`config.mk`:
```
export PLATFORM = sky130hd
export DESIGN_NAME = vending_ctrl_multi
export DESIGN_NICKNAME = d
export VERILOG_FILES = /design/src/rtl/vending_ctrl_multi.sv
export SDC_FILE = /design/constraint.sdc
export NUM_CORES = 1
export LEC_CHECK = 0
export ABC_AREA = 1
export CAP_MARGIN = 5
export CORE_MARGIN = 1
export CORE_UTILIZATION = 49
export CTS_CLUSTER_SIZE = 30
export DETAILED_ROUTE_END_ITERATION = 6
export GPL_TIMING_DRIVEN = 0
export PLACE_DENSITY = 0.84
export SLEW_MARGIN = 25
export SYNTH_ARGS = -nofsm -noshare
export SYNTH_HDL_FRONTEND = slang
export SYNTH_SLANG_ARGS = --single-unit
export TNS_END_PERCENT = 20
```
`constraint.sdc`:
```
create_clock -name clk -period 1.8 [get_ports clk]
set_input_delay 0.27 -clock clk [delete_from_list [all_inputs] [get_ports clk]]
set_output_delay 0.27 -clock clk [all_outputs]
set_load 0.02 [all_outputs]
```
`src/rtl/vending_ctrl_multi.sv`:
```
// vending_ctrl_multi
// Multi-product vending controller. Credit is kept in 5-taka units. A one-hot
// product select in IDLE latches that product's price. Coins are then collected,
// and any coin that would overfill the credit is rejected. Once the credit covers
// the price, the controller holds a vend request until the dispenser acknowledges
// it. Any change is then paid out as one chg_pulse per unit. A cancel during
// collection refunds the whole credit through the same change path.
//
// Ports
//   clk         in   system clock, rising edge
//   rst         in   asynchronous active-high reset
//   sel         in   one-hot product select pulse (NUM_PROD bits)
//   coin_05     in   5-taka coin pulse (1 unit)
//   coin_10     in   10-taka coin pulse (2 units)
//   coin_20     in   20-taka coin pulse (4 units)
//   cancel      in   abort/refund pulse
//   vend_ack    in   dispenser accepted the vend
//   vend_req    out  vend request, held until vend_ack
//   vend_id     out  latched product index, valid while vend_req
//   credit      out  current credit in units
//   coin_reject out  1-cycle pulse, coin returned unaccepted
//   chg_pulse   out  1-cycle pulse per 5 taka of change
//   busy        out  high whenever the controller is not idle
module vending_ctrl_multi #(
    parameter int unsigned                  NUM_PROD    = 4,
    parameter int unsigned                  UNIT_W      = 5,
    parameter logic [NUM_PROD*UNIT_W-1:0]   PRICE_TABLE = {5'd4, 5'd3, 5'd2, 5'd2},
    parameter int unsigned                  MAX_CREDIT  = 12,
    localparam int unsigned                 IDX_W       = (NUM_PROD > 1) ? $clog2(NUM_PROD) : 1
) (
    input  logic                clk,
    input  logic                rst,
    input  logic [NUM_PROD-1:0] sel,
    input  logic                coin_05,
    input  logic                coin_10,
    input  logic                coin_20,
    input  logic                cancel,
    input  logic                vend_ack,
    output logic                vend_req,
    output logic [IDX_W-1:0]    vend_id,
    output logic [UNIT_W-1:0]   credit,
    output logic                coin_reject,
    output logic                chg_pulse,
    output logic                busy
);

    localparam logic [NUM_PROD-1:0] SelOne    = NUM_PROD'(1);
    localparam logic [UNIT_W-1:0]   MaxCredit = UNIT_W'(MAX_CREDIT);

    typedef enum logic [1:0] {
        StIdle,
        StCollect,
        StVend,
        StChange
    } state_e;

    state_e              state_q, state_d;
    logic [UNIT_W-1:0]   credit_q, credit_d;
    logic [UNIT_W-1:0]   change_q, change_d;
    logic [UNIT_W-1:0]   price_q, price_d;
    logic [IDX_W-1:0]    idx_q, idx_d;
    logic                phase_q, phase_d;      // 1 while chg_pulse is in its high phase
    logic                vend_req_q, vend_req_d;
    logic [IDX_W-1:0]    vend_id_q, vend_id_d;
    logic                coin_reject_q, coin_reject_d;
    logic                chg_pulse_q, chg_pulse_d;
    logic                busy_q, busy_d;

    logic                sel_onehot;
    logic [IDX_W-1:0]    sel_idx;
    logic [UNIT_W-1:0]   sel_price;
    logic                coin_any;
    logic                coin_multi;
    logic [UNIT_W-1:0]   coin_val;
    logic [UNIT_W-1:0]   credit_sum;
    logic                credit_fits;
    logic [UNIT_W-1:0]   vend_change;

    // Select decode: index and price of the single set bit.
    always_comb begin
        sel_onehot = (sel != '0) && ((sel & (sel - SelOne)) == '0);
        sel_idx    = '0;
        sel_price  = '0;
        for (int i = 0; i < int'(NUM_PROD); i++) begin
            if (sel[i]) begin
                sel_idx   = IDX_W'(i);
                sel_price = PRICE_TABLE[i*UNIT_W +: UNIT_W];
            end
        end
    end

    // Coin decode. MAX_CREDIT + 4 fits in UNIT_W, so credit_sum cannot wrap.
    always_comb begin
        coin_any    = coin_05 | coin_10 | coin_20;
        coin_multi  = (coin_05 & coin_10) | (coin_05 & coin_20) | (coin_10 & coin_20);
        coin_val    = coin_05 ? UNIT_W'(1) :
                      coin_10 ? UNIT_W'(2) :
                      coin_20 ? UNIT_W'(4) : '0;
        credit_sum  = credit_q + coin_val;
        credit_fits = (credit_sum <= MaxCredit);
        vend_change = credit_q - price_q;
    end

    // Next-state and registered-output logic.
    always_comb begin
        state_d       = state_q;
        credit_d      = credit_q;
        change_d      = change_q;
        price_d       = price_q;
        idx_d         = idx_q;
        phase_d       = phase_q;
        coin_reject_d = 1'b0;
        chg_pulse_d   = 1'b0;

        unique case (state_q)
            StIdle: begin
                coin_reject_d = coin_any;
                if (sel_onehot) begin
                    idx_d   = sel_idx;
                    price_d = sel_price;
                    state_d = StCollect;
                end
            end

            StCollect: begin
                if (cancel) begin
                    // Cancel wins over a vend that would start this cycle.
                    coin_reject_d = coin_any;
                    if (credit_q == '0) begin
                        state_d = StIdle;
                    end else begin
                        change_d = credit_q;
                        credit_d = '0;
                        phase_d  = 1'b0;
                        state_d  = StChange;
                    end
                end else begin
                    if (coin_any) begin
                        if (!coin_multi && credit_fits) begin
                            credit_d = credit_sum;
                        end else begin
                            coin_reject_d = 1'b1;
                        end
                    end
                    if (credit_q >= price_q) begin
                        state_d = StVend;
                    end
                end
            end

            StVend: begin
                coin_reject_d = coin_any;
                if (vend_ack) begin
                    change_d = vend_change;
                    credit_d = '0;
                    phase_d  = 1'b0;
                    state_d  = (vend_change != '0) ? StChange : StIdle;
                end
            end

            StChange: begin
                coin_reject_d = coin_any;
                if (phase_q) begin
                    phase_d = 1'b0;
                end else if (change_q == '0) begin
                    state_d = StIdle;
                end else begin
                    chg_pulse_d = 1'b1;
                    change_d    = change_q - UNIT_W'(1);
                    phase_d     = 1'b1;
                end
            end

            default: begin
                state_d = StIdle;
            end
        endcase

        vend_req_d = (state_d == StVend);
        vend_id_d  = vend_req_d ? idx_d : '0;
        busy_d     = (state_d != StIdle);
    end

    always_ff @(posedge clk or posedge rst) begin
        if (rst) begin
            state_q       <= StIdle;
            credit_q      <= '0;
            change_q      <= '0;
            price_q       <= '0;
            idx_q         <= '0;
            phase_q       <= 1'b0;
            vend_req_q    <= 1'b0;
            vend_id_q     <= '0;
            coin_reject_q <= 1'b0;
            chg_pulse_q   <= 1'b0;
            busy_q        <= 1'b0;
        end else begin
            state_q       <= state_d;
            credit_q      <= credit_d;
            change_q      <= change_d;
            price_q       <= price_d;
            idx_q         <= idx_d;
            phase_q       <= phase_d;
            vend_req_q    <= vend_req_d;
            vend_id_q     <= vend_id_d;
            coin_reject_q <= coin_reject_d;
            chg_pulse_q   <= chg_pulse_d;
            busy_q        <= busy_d;
        end
    end

    assign vend_req    = vend_req_q;
    assign vend_id     = vend_id_q;
    assign credit      = credit_q;
    assign coin_reject = coin_reject_q;
    assign chg_pulse   = chg_pulse_q;
    assign busy        = busy_q;

endmodule

```
# [Word-level counts from Yosys, hierarchy flattened]
# Cells that the tools add are included.
[op_classes] bitwise_logic=8 order_cmp=2 n_eq_ne=12 n_mux=45 addsub=4 n_reduce_logical=17
[ops] cell="$mux W5" n=13
[ops] cell="$mux W2" n=14
[ops] cell="$pmux W5 S3" n=1
[ops] cell="$logic_not A5 Y1" n=2
[ops] cell="$mux W1" n=10
[ops] cell="$ne A2 B2 Y1 const B" n=5
[ops] cell="$pmux W5 S2" n=1
[ops] cell="$mux W3" n=3
[ops] cell="$ne A3 B3 Y1 const B" n=3
[ops] cell="$pmux W2 S4" n=1
[ops] cell="$eq A2 B2 Y1 const B" n=3
[ops] cell="$reduce_and A6 Y1" n=1
[ops] cell="$add A5 B3 Y5" n=1
[ops] cell="$ge A5 B5 Y1" n=1
[ops] cell="$le A5 B4 Y1 const B" n=1
[ops] cell="$reduce_and A5 Y1" n=1
[ops] cell="$reduce_bool A5 Y1" n=1
[ops] cell="$sub A5 B1 Y5 const B" n=1
[ops] cell="$sub A5 B5 Y5" n=1
[ops] cell="$and A4 B4 Y4" n=1
[ops] cell="$logic_not A4 Y1" n=1
[ops] cell="$or A1 B1 Y1" n=4
[ops] cell="$reduce_and A4 Y1" n=1
[ops] cell="$reduce_bool A2 Y1" n=2
[ops] cell="12 further kinds" n=15
[word_totals] inputBits=11 reg_bits=26

# [Depth between registers and ports, before layout]
# Gate-level depths: netlist of the first run.
[depth] word_depth=10 depth_mapped=14

# [Worst setup path before layout of the first run]
# No wires, ideal clock.
[synth_path] path_type="register to register" start="reg credit_q[0], in the netlist credit[0]" end="reg busy_q, in the netlist busy" required_time_ns=1.661 t_arrival_ns=1.894 path_slack_ns=-0.233 setup_time_ns=0.139 path_stages_with_launch=14 path_cell_list="dfrtp_1 -> inv_1 -> ha_1 -> fa_1 -> inv_1 -> nand2_1 -> nand2_1 -> nand2_1 -> nand2_1 -> nand2_1 -> nand2_1 -> nand2_2 -> nor2_2 -> nand4_1"
[synth_between] elab_chain_len=6
[synth_rtl] element="from (decl)" line_no="58" text="logic [UNIT_W-1:0] credit_q, credit_d;"
[synth_rtl] element="from (signal assigned)" line_no="199" text="credit_q <= credit_d;"
[synth_rtl] element="$sub A5 B5 Y5" line_no="101" text="vend_change = credit_q - price_q;"
[synth_rtl] element="$reduce_bool A5 Y1" line_no="157" text="state_d = (vend_change != '0) ? StChange : StIdle;"
[synth_rtl] element="$mux W2" line_no="157"
[synth_rtl] element="$mux W2" line_no="153" text="if (vend_ack) begin"
[synth_rtl] element="$pmux W2 S4 (*)" line_no="115" text="unique case (state_q)"
[synth_rtl] element="$reduce_bool A2 Y1 (*)" line_no="181" text="busy_d = (state_d != StIdle);"
[synth_rtl] element="named net busy_d" line_no="67" text="logic busy_q, busy_d;"
[synth_rtl] element="to (signal assigned)" line_no="208" text="busy_q <= busy_d;"
[synth_rtl] element="to (decl)" line_no="67"
# Mark *: on every way through the listed nets, which the timed path passes. The rest lies on a longest branch.
# A chain may end at the register's enable or synchronous reset.

# [Worst setup path in the final report of the first run]
[layout_path] start="reg credit_q[0], in the netlist credit[0]" end="reg credit_q[1], in the netlist credit[1]"
[layout_between] elab_chain_len=5
[layout_rtl] element="$add A5 B3 Y5" line_no="99" text="credit_sum = credit_q + coin_val;"
[layout_rtl] element="$le A5 B4 Y1 / $mux W5 (equally long branches)" line_no="100, 139"
[layout_rtl] element="$logic_and A1 B1 Y1 / $mux W5 (equally long branches)" line_no="139, 138"
[layout_rtl] element="$ne A3 B3 Y1 (no source line) / $mux W5 (equally long branches)"
[layout_rtl] element="$reduce_and A5 Y1 (no source line) / $pmux W5 S2 (equally long branches)"
# Parallel ways exist; a longest one is shown, timed or not. The select of a mux whose other input is x is not followed.

==> results.py, run 1 <==
metrics = {
    "run_status": {
        "status": "finished with violations",
        "violations": "negative setup slack",
    },
    "placed_design": {
        "dp.final_hpwl_mm": 2.690,
        "gp_congestion": 0.8842,
        "place_area_mm2": 0.001948,
        "portBuffers": 21,
    },
    "pwr": {
        "p_sw_uw": 280.4,
        "p_total_mw": 1.029,
        "power_frac_seq_pct": 54.3,
        "clkPwrFrac_pct": 27.7,
        "p_int_uw": 748.7,
        "ir_worst_vdd_mv": 0.3548,
        "switching_share_pct": 27.25,
        "p_comb_share_pct": 18.1,
        "power.density_mw_per_mm2": 509.3,
        "leakagePower_nw": 0.9921,
    },
    "critical_path": {
        "worst_setup_path_start_kind": "register",
        "required_ps": 2010,
        "critPathMaxFanout": 6,
        "crit_type": "reg2reg",
        "worstSetupEndpointType": "register",
        "arrival_ps": 2140,
    },
    "floorplan": {
        "die_width_um": 60.01,
        "die_area_mm2": 0.003601,
        "initial_core_util_pct": 52.72,
        "core_area_mm2": 0.003128,
        "die_height_um": 60.01,
        "boundaryPins": 22,
        "row_count": 20,
    },
    "yosys": {
        "yosys.area_share.simple_pct": 32.47,
        "synth-seq-cells": 24,
        "synthAdderAreaFrac_pct": 7.739,
        "synth_xor_area_share_pct": 0.5311,
        "synth_cell_type_count": 28,
        "synth_area_leaders": "dfrtp_1 36%, nand2_1 13%, inv_1 8.4%",
        "yosysSeqAreaShare_pct": 36.42,
        "synthCells": 227,
        "netlist.area_leader.share_pct": 36.42,
        "synthMuxAreaShare_pct": 0,
        "syn-cell-area_mm2": 0.001649,
        "syn-num-nets": 247,
        "avgSynthCellArea_um2": 7.265,
        "yosys_warnings": 0,
        "synth_top_area_cell": "dfrtp_1",
        "synth_compound_area_share_pct": 13.51,
        "synth_top_family_by_area": "simple AND/OR/NAND/NOR gates",
    },
    "flow_run": {
        "drv_cap": 0,
    },
    "sta": {
        "fmax_ghz": 0.5178,
        "final_max_slew_viol_count": 0,
        "rsz0062_at_grt": "true",
        "worst_slack_ps": -131.1,
        "fin_skew_ps": 8.879,
        "slew_headroom_pct": 42.92,
        "final.min_clock_period_ps": 1931,
        "hold_viol_final": 0,
        "min_period_over_period_pct": 107.3,
        "setup_viol": 11,
        "tightest_slew_ps": 855.2,
    },
    "final_layout": {
        "final_common_cell": "nand2_1",
        "regArea_um2": 605.6,
        "fin_area_mm2": 0.002021,
        "final_cell_mix": "53 x nand2_1, 34 x inv_1, 23 x nor2_1",
        "drive_gt1_share_pct": 17.32,
        "final_nets": 275,
        "nFillCells": 280,
        "diodes": 0,
        "multi_input_area_um2": 945.9,
        "synthToLayoutAreaGrowth_pct": 22.53,
    },
    "global_routing": {
        "antenna_found_initial": 0,
        "grt_pass1_wl_mm": 5.713,
        "grt_max_degree": 25,
        "grt_usage_pct": 21.16,
        "overflow": 0,
        "grt_pass1_vias": 1347,
    },
    "cts": {
        "cts_tree": "built",
        "cts_root_buffer": "clkbuf_4",
        "numCtsBuffers": 3,
        "cts_hold_buf": 0,
        "htreeDepth": 1,
        "insertion_delay_ps": 320,
        "clk_pin_slew_worst_paths_ps": 130,
        "clock_path_buffers": 2,
        "clkSinkCount": 24,
    },
    "route": {
        "wire_per_inst_um": 11.54,
        "drt-pass1-iter-count": 4,
        "drc": 0,
        "detail-route-antenna-nets": 0,
        "vias": 1532,
        "drt_iter0_drc": 106,
        "avgViaCountPerCell": 5.141,
        "wl_mm": 3.440,
    },
    "min_path": {
        "holdCritPathClass": "in2async",
    },
}
-- synthesized netlist by cell type --
cell	count
xor2_1	1
buf_4	1
a31oi_1	3
a21boi_2	1
inv_1	37
nor3_2	3
nand3_1	12
nand3_2	2
nor2_1	24
nand2_2	3
o22ai_1	2
nor3_1	1
fa_1	2
o21ai_2	2
nor2_2	7
nand2_4	1
dfrtp_1	24
o21ai_1	4
o221ai_1	1
o31ai_1	1
and3_1	1
o21ai_0	14
a21oi_1	8
inv_2	2
a21oi_4	1
nand4_1	7
ha_1	7
nand2_1	55
-- worst max-delay path: stages, from the launching register on --
cell and delay, ps:
dfrtp_2 460, ha_2 190, fa_2 370, a21oi_2 170
nor2_1 50, nand2_1 50, nand2_1 70, nor2_2 90
nand2_2 80, nand2_4 100, nand3_4 80, nand2_1 80
nand2_1 50
-- power by group through the flow --
stage / Clock [mW] / Combinational [mW] / Sequential (mW)
6_report: 0.285 / 0.186 / 0.558
5_1_grt: 0.317 / 0.210 / 0.560
4_1_cts: 0.288 / 0.187 / 0.558
3_5_place_dp: 0 / 0.180 / 0.569
3_3_place_gp: 0 / 0.176 / 0.568
2_1_floorplan: 0 / 0.121 / 0.570
-- what timing repair did --
action | 4_1_cts | 5_1_grt
pin swaps | 0 | 2
setup buffers | 1 | 1
gates resized for setup | 7 | 2
endpoints found under the setup margin | 12 | 13
-- area by class of cell --
cell class	instances	area share (%)
repair buffers	23	11.08
inverters	39	7.245
well taps	44	2.724
flip-flops and latches	24	29.97
plain buffers	1	0.3715
clock buffers	4	1.796
multi-input cells	163	46.81
-- cells by family (layout without fill, tap and decap cells) --
family	after synthesis	after routing
and+or+nand+nor	116	116
buffers and inverters	40	67
AOI/OAI and AO/OA	37	37
DFF	24	24
adders and majority gates	9	9
xor gates and xnor gates	1	1
-- stage by stage --
stage	setup slack [ps]	utilization (%)	setup TNS, ps	hold WS (ps)	instances
final	-131.1	64.60	-803.6	408.5	298
after global routing	-248.4	64.60	-2304	477.8	298
after CTS	-114.2	64.32	-759.9	448.4	297
after detailed placement	-489.9	62.28	-3098	479.1	292
after global placement	-469.6	62.28	-2855	472.8	292
after floorplan	-33.75	-	-216.4	284.5	227
-- path summary, 6_finish.rpt --
kind                                  from           to  slack, ps  cells after the start
worst max register to register   credit[0]    credit[1]       -130                     12
worst min-delay path                   rst  change_q[3]        410                      2
max in group asynchronous              rst    credit[1]        800                      2
worst min register to register  price_q[2]   price_q[2]        510                      2
worst max-delay path             credit[0]    credit[1]       -130                     12
min in group clk                price_q[2]   price_q[2]        510                      2
-- registers in the layout, indices dropped and copies added (netlist names) --
register	flops
change_q	5
credit	5
price_q	3
idx_q	2
state_q	2
vend_id	2
busy	1
chg_pulse	1
coin_reject	1
phase_q	1
vend_req	1
-- routing by layer --
| metal | up-vias | track usage (%) | share of wire (%) |
|---|---|---|---|
| met2 | 40 | 36.67 | 50 |
| met3 | 4 | 4.329 | 4.1 |
| met5 | - | 0 | 0 |
| li1 | 789 | - | - |
| met4 | 0 | 5.980 | 0.78 |
| met1 | 699 | 26.46 | 45 |
No activity file was read; power rests on OpenSTA's default activity.
==> inputs of run 2 (changes only) <==
Settings changed: CELL_PAD_IN_SITES_DETAIL_PLACEMENT set to 0, CELL_PAD_IN_SITES_GLOBAL_PLACEMENT set to 1, CORE_UTILIZATION 49 to 36, PLACE_DENSITY 0.84 to 0.85, SETUP_SLACK_MARGIN set to 0.4.
==> results.py, run 2 (synthesized netlist as in run 1, its figures left out) <==
metrics = {
    "route": {
        "wire_per_inst_um": 12.34,
        "drt_iter0_drc": 51,
        "wl_mm": 3.802,
        "detail-route-antenna-nets": 0,
        "vias": 1524,
        "avgViaCountPerCell": 4.948,
        "drt-pass1-iter-count": 4,
        "drc": 0,
    },
    "floorplan": {
        "boundaryPins": 22,
        "core_area_mm2": 0.004384,
        "die_width_um": 69.68,
        "row_count": 24,
        "initial_core_util_pct": 37.61,
        "die_area_mm2": 0.004855,
        "die_height_um": 69.68,
    },
    "critical_path": {
        "worst_setup_path_start_kind": "register",
        "critPathMaxFanout": 4,
        "required_ps": 2000,
        "worstSetupEndpointType": "register",
        "crit_type": "reg2reg",
        "arrival_ps": 2130,
        "crit_path_start": "credit[0]",
        "r2r_start": "credit[0]",
    },
    "min_path": {
        "holdCritPathClass": "in2async",
    },
    "cts": {
        "numCtsBuffers": 3,
        "cts_hold_buf": 0,
        "cts_root_buffer": "clkbuf_8",
        "htreeDepth": 1,
        "clock_path_buffers": 2,
        "clkSinkCount": 24,
        "insertion_delay_ps": 270,
        "clk_pin_slew_worst_paths_ps": 90,
        "cts_tree": "built",
    },
    "pwr": {
        "ir_worst_vdd_mv": 0.4826,
        "power.density_mw_per_mm2": 578.5,
        "leakagePower_nw": 1.077,
    },
    "final_layout": {
        "nFillCells": 442,
        "fin_cells": 308,
        "synthToLayoutAreaGrowth_pct": 29.97,
        "final_cell_mix": "52 x nand2_1, 31 x inv_1, 21 x nor2_1",
        "final_common_cell": "nand2_1",
        "drive_gt1_share_pct": 23.83,
        "regArea_um2": 605.6,
        "diodes": 0,
        "final_nets": 277,
        "multi_input_area_mm2": 0.001022,
        "final_core_util_pct": 48.89,
    },
    "placed_design": {
        "dp_slack_ps": -536.1,
        "dp.final_hpwl_mm": 2.815,
        "dp_cells": 300,
        "portBuffers": 21,
        "gp_congestion": 0.8538,
    },
    "global_routing": {
        "overflow": 0,
        "antenna_found_initial": 0,
        "grt_usage_pct": 16.73,
        "grt_pass1_vias": 1433,
        "grt_max_degree": 25,
        "grt_pass1_wl_mm": 6.506,
    },
    "sta": {
        "fin_hold_ws_ps": 361.6,
        "setup_viol": 11,
        "final.min_clock_period_ps": 1932,
        "hold_viol_final": 0,
        "tightest_slew_ps": 851.8,
        "rsz0062_at_grt": "true",
        "min_period_over_period_pct": 107.3,
        "fmax_ghz": 0.5176,
        "worst_slack_ps": -132.1,
        "fin_skew_ps": 2.424,
        "final_max_slew_viol_count": 0,
        "slew_headroom_pct": 42.86,
    },
    "flow_run": {
        "drv_cap": 0,
    },
    "run_status": {
        "violations": "negative setup slack",
        "status": "finished with violations",
    },
}
run 2: cell count changes in the layout (fill, tap and decap cells not counted), moves of 3 or more:
cell | before | now
clkdlybuf4s50_1 | 20 | 6
inv_1 | 34 | 31
dlygate4sd2_1 | 1 | 12
ha_1 | 5 | 2
clkbuf_4 | 3 | 0
run 2: critical path: stages, from the launching register on:
cell and delay (ps):
dfrtp_2 420, inv_2 70, ha_4 160, fa_2 530
inv_1 40, nor2_1 90, nand2_1 60, nand2_1 70
nand2_2 90, nand2_2 110, nand3_4 100, nor3_4 120
run 2: per-layer routing:
metal	global-route usage [%]	vias to the layer above	share of wire (%)
met4	3.778	0	0.87
met1	23.01	711	49
li1	-	792	-
met5	0	-	0
met2	27.08	17	48
met3	3.488	4	2.4
run 2: final cells by class:
| type | count | share of cell area, % |
|---|---|---|
| Timing Repair Buffer | 25 | 10.51 |
| Clock buffer | 3 | 1.926 |
| Multi-Input combinational cell | 163 | 47.69 |
| Tap cell | 52 | 3.036 |
| Inverter | 39 | 6.830 |
| Buffer | 1 | 0.3503 |
| Sequential cell | 24 | 28.25 |
| Clock inverter | 1 | 1.401 |
run 2: repair_timing:
action                                  CTS  global route
endpoints found under the setup margin   30            22
resized for setup                        35            11
endpoints found under the hold margin     0             0
pin swaps                                 7             5
setup buffers                             4             0
run 2: worst paths after layout:
check	end	slack, ps	cells past startpoint
setup reg to reg	vend_id[0]	-130	11
setup / recovery	vend_id[0]	-130	11
max in group asynchronous	credit[1]	1000	2
hold reg to reg	price_q[2]	500	2
min in group clk	idx_q[0]	480	5
hold / removal	chg_pulse	360	2
run 2: where the power goes:
part	internal, mW	switching [mW]	leakage (nW)	total (mW)
Clock	0.298	0.182	0.0357	0.480
Sequential	0.550	0.00778	0.308	0.558
Combinational	0.0797	0.123	0.734	0.202
run 2: stage by stage:
| stage | power, mW | setup TNS [ps] | area (µm²) |
|---|---|---|---|
| after CTS | 1.250 | -878.8 | 2105 |
| after floorplan | 0.6910 | -216.4 | 1683 |
| after detailed placement | 0.7514 | -3643 | 1958 |
| after global routing | 1.303 | -2712 | 2143 |
| final | 1.240 | -1054 | 2143 |
| after global placement | 0.7496 | -3318 | 1958 |
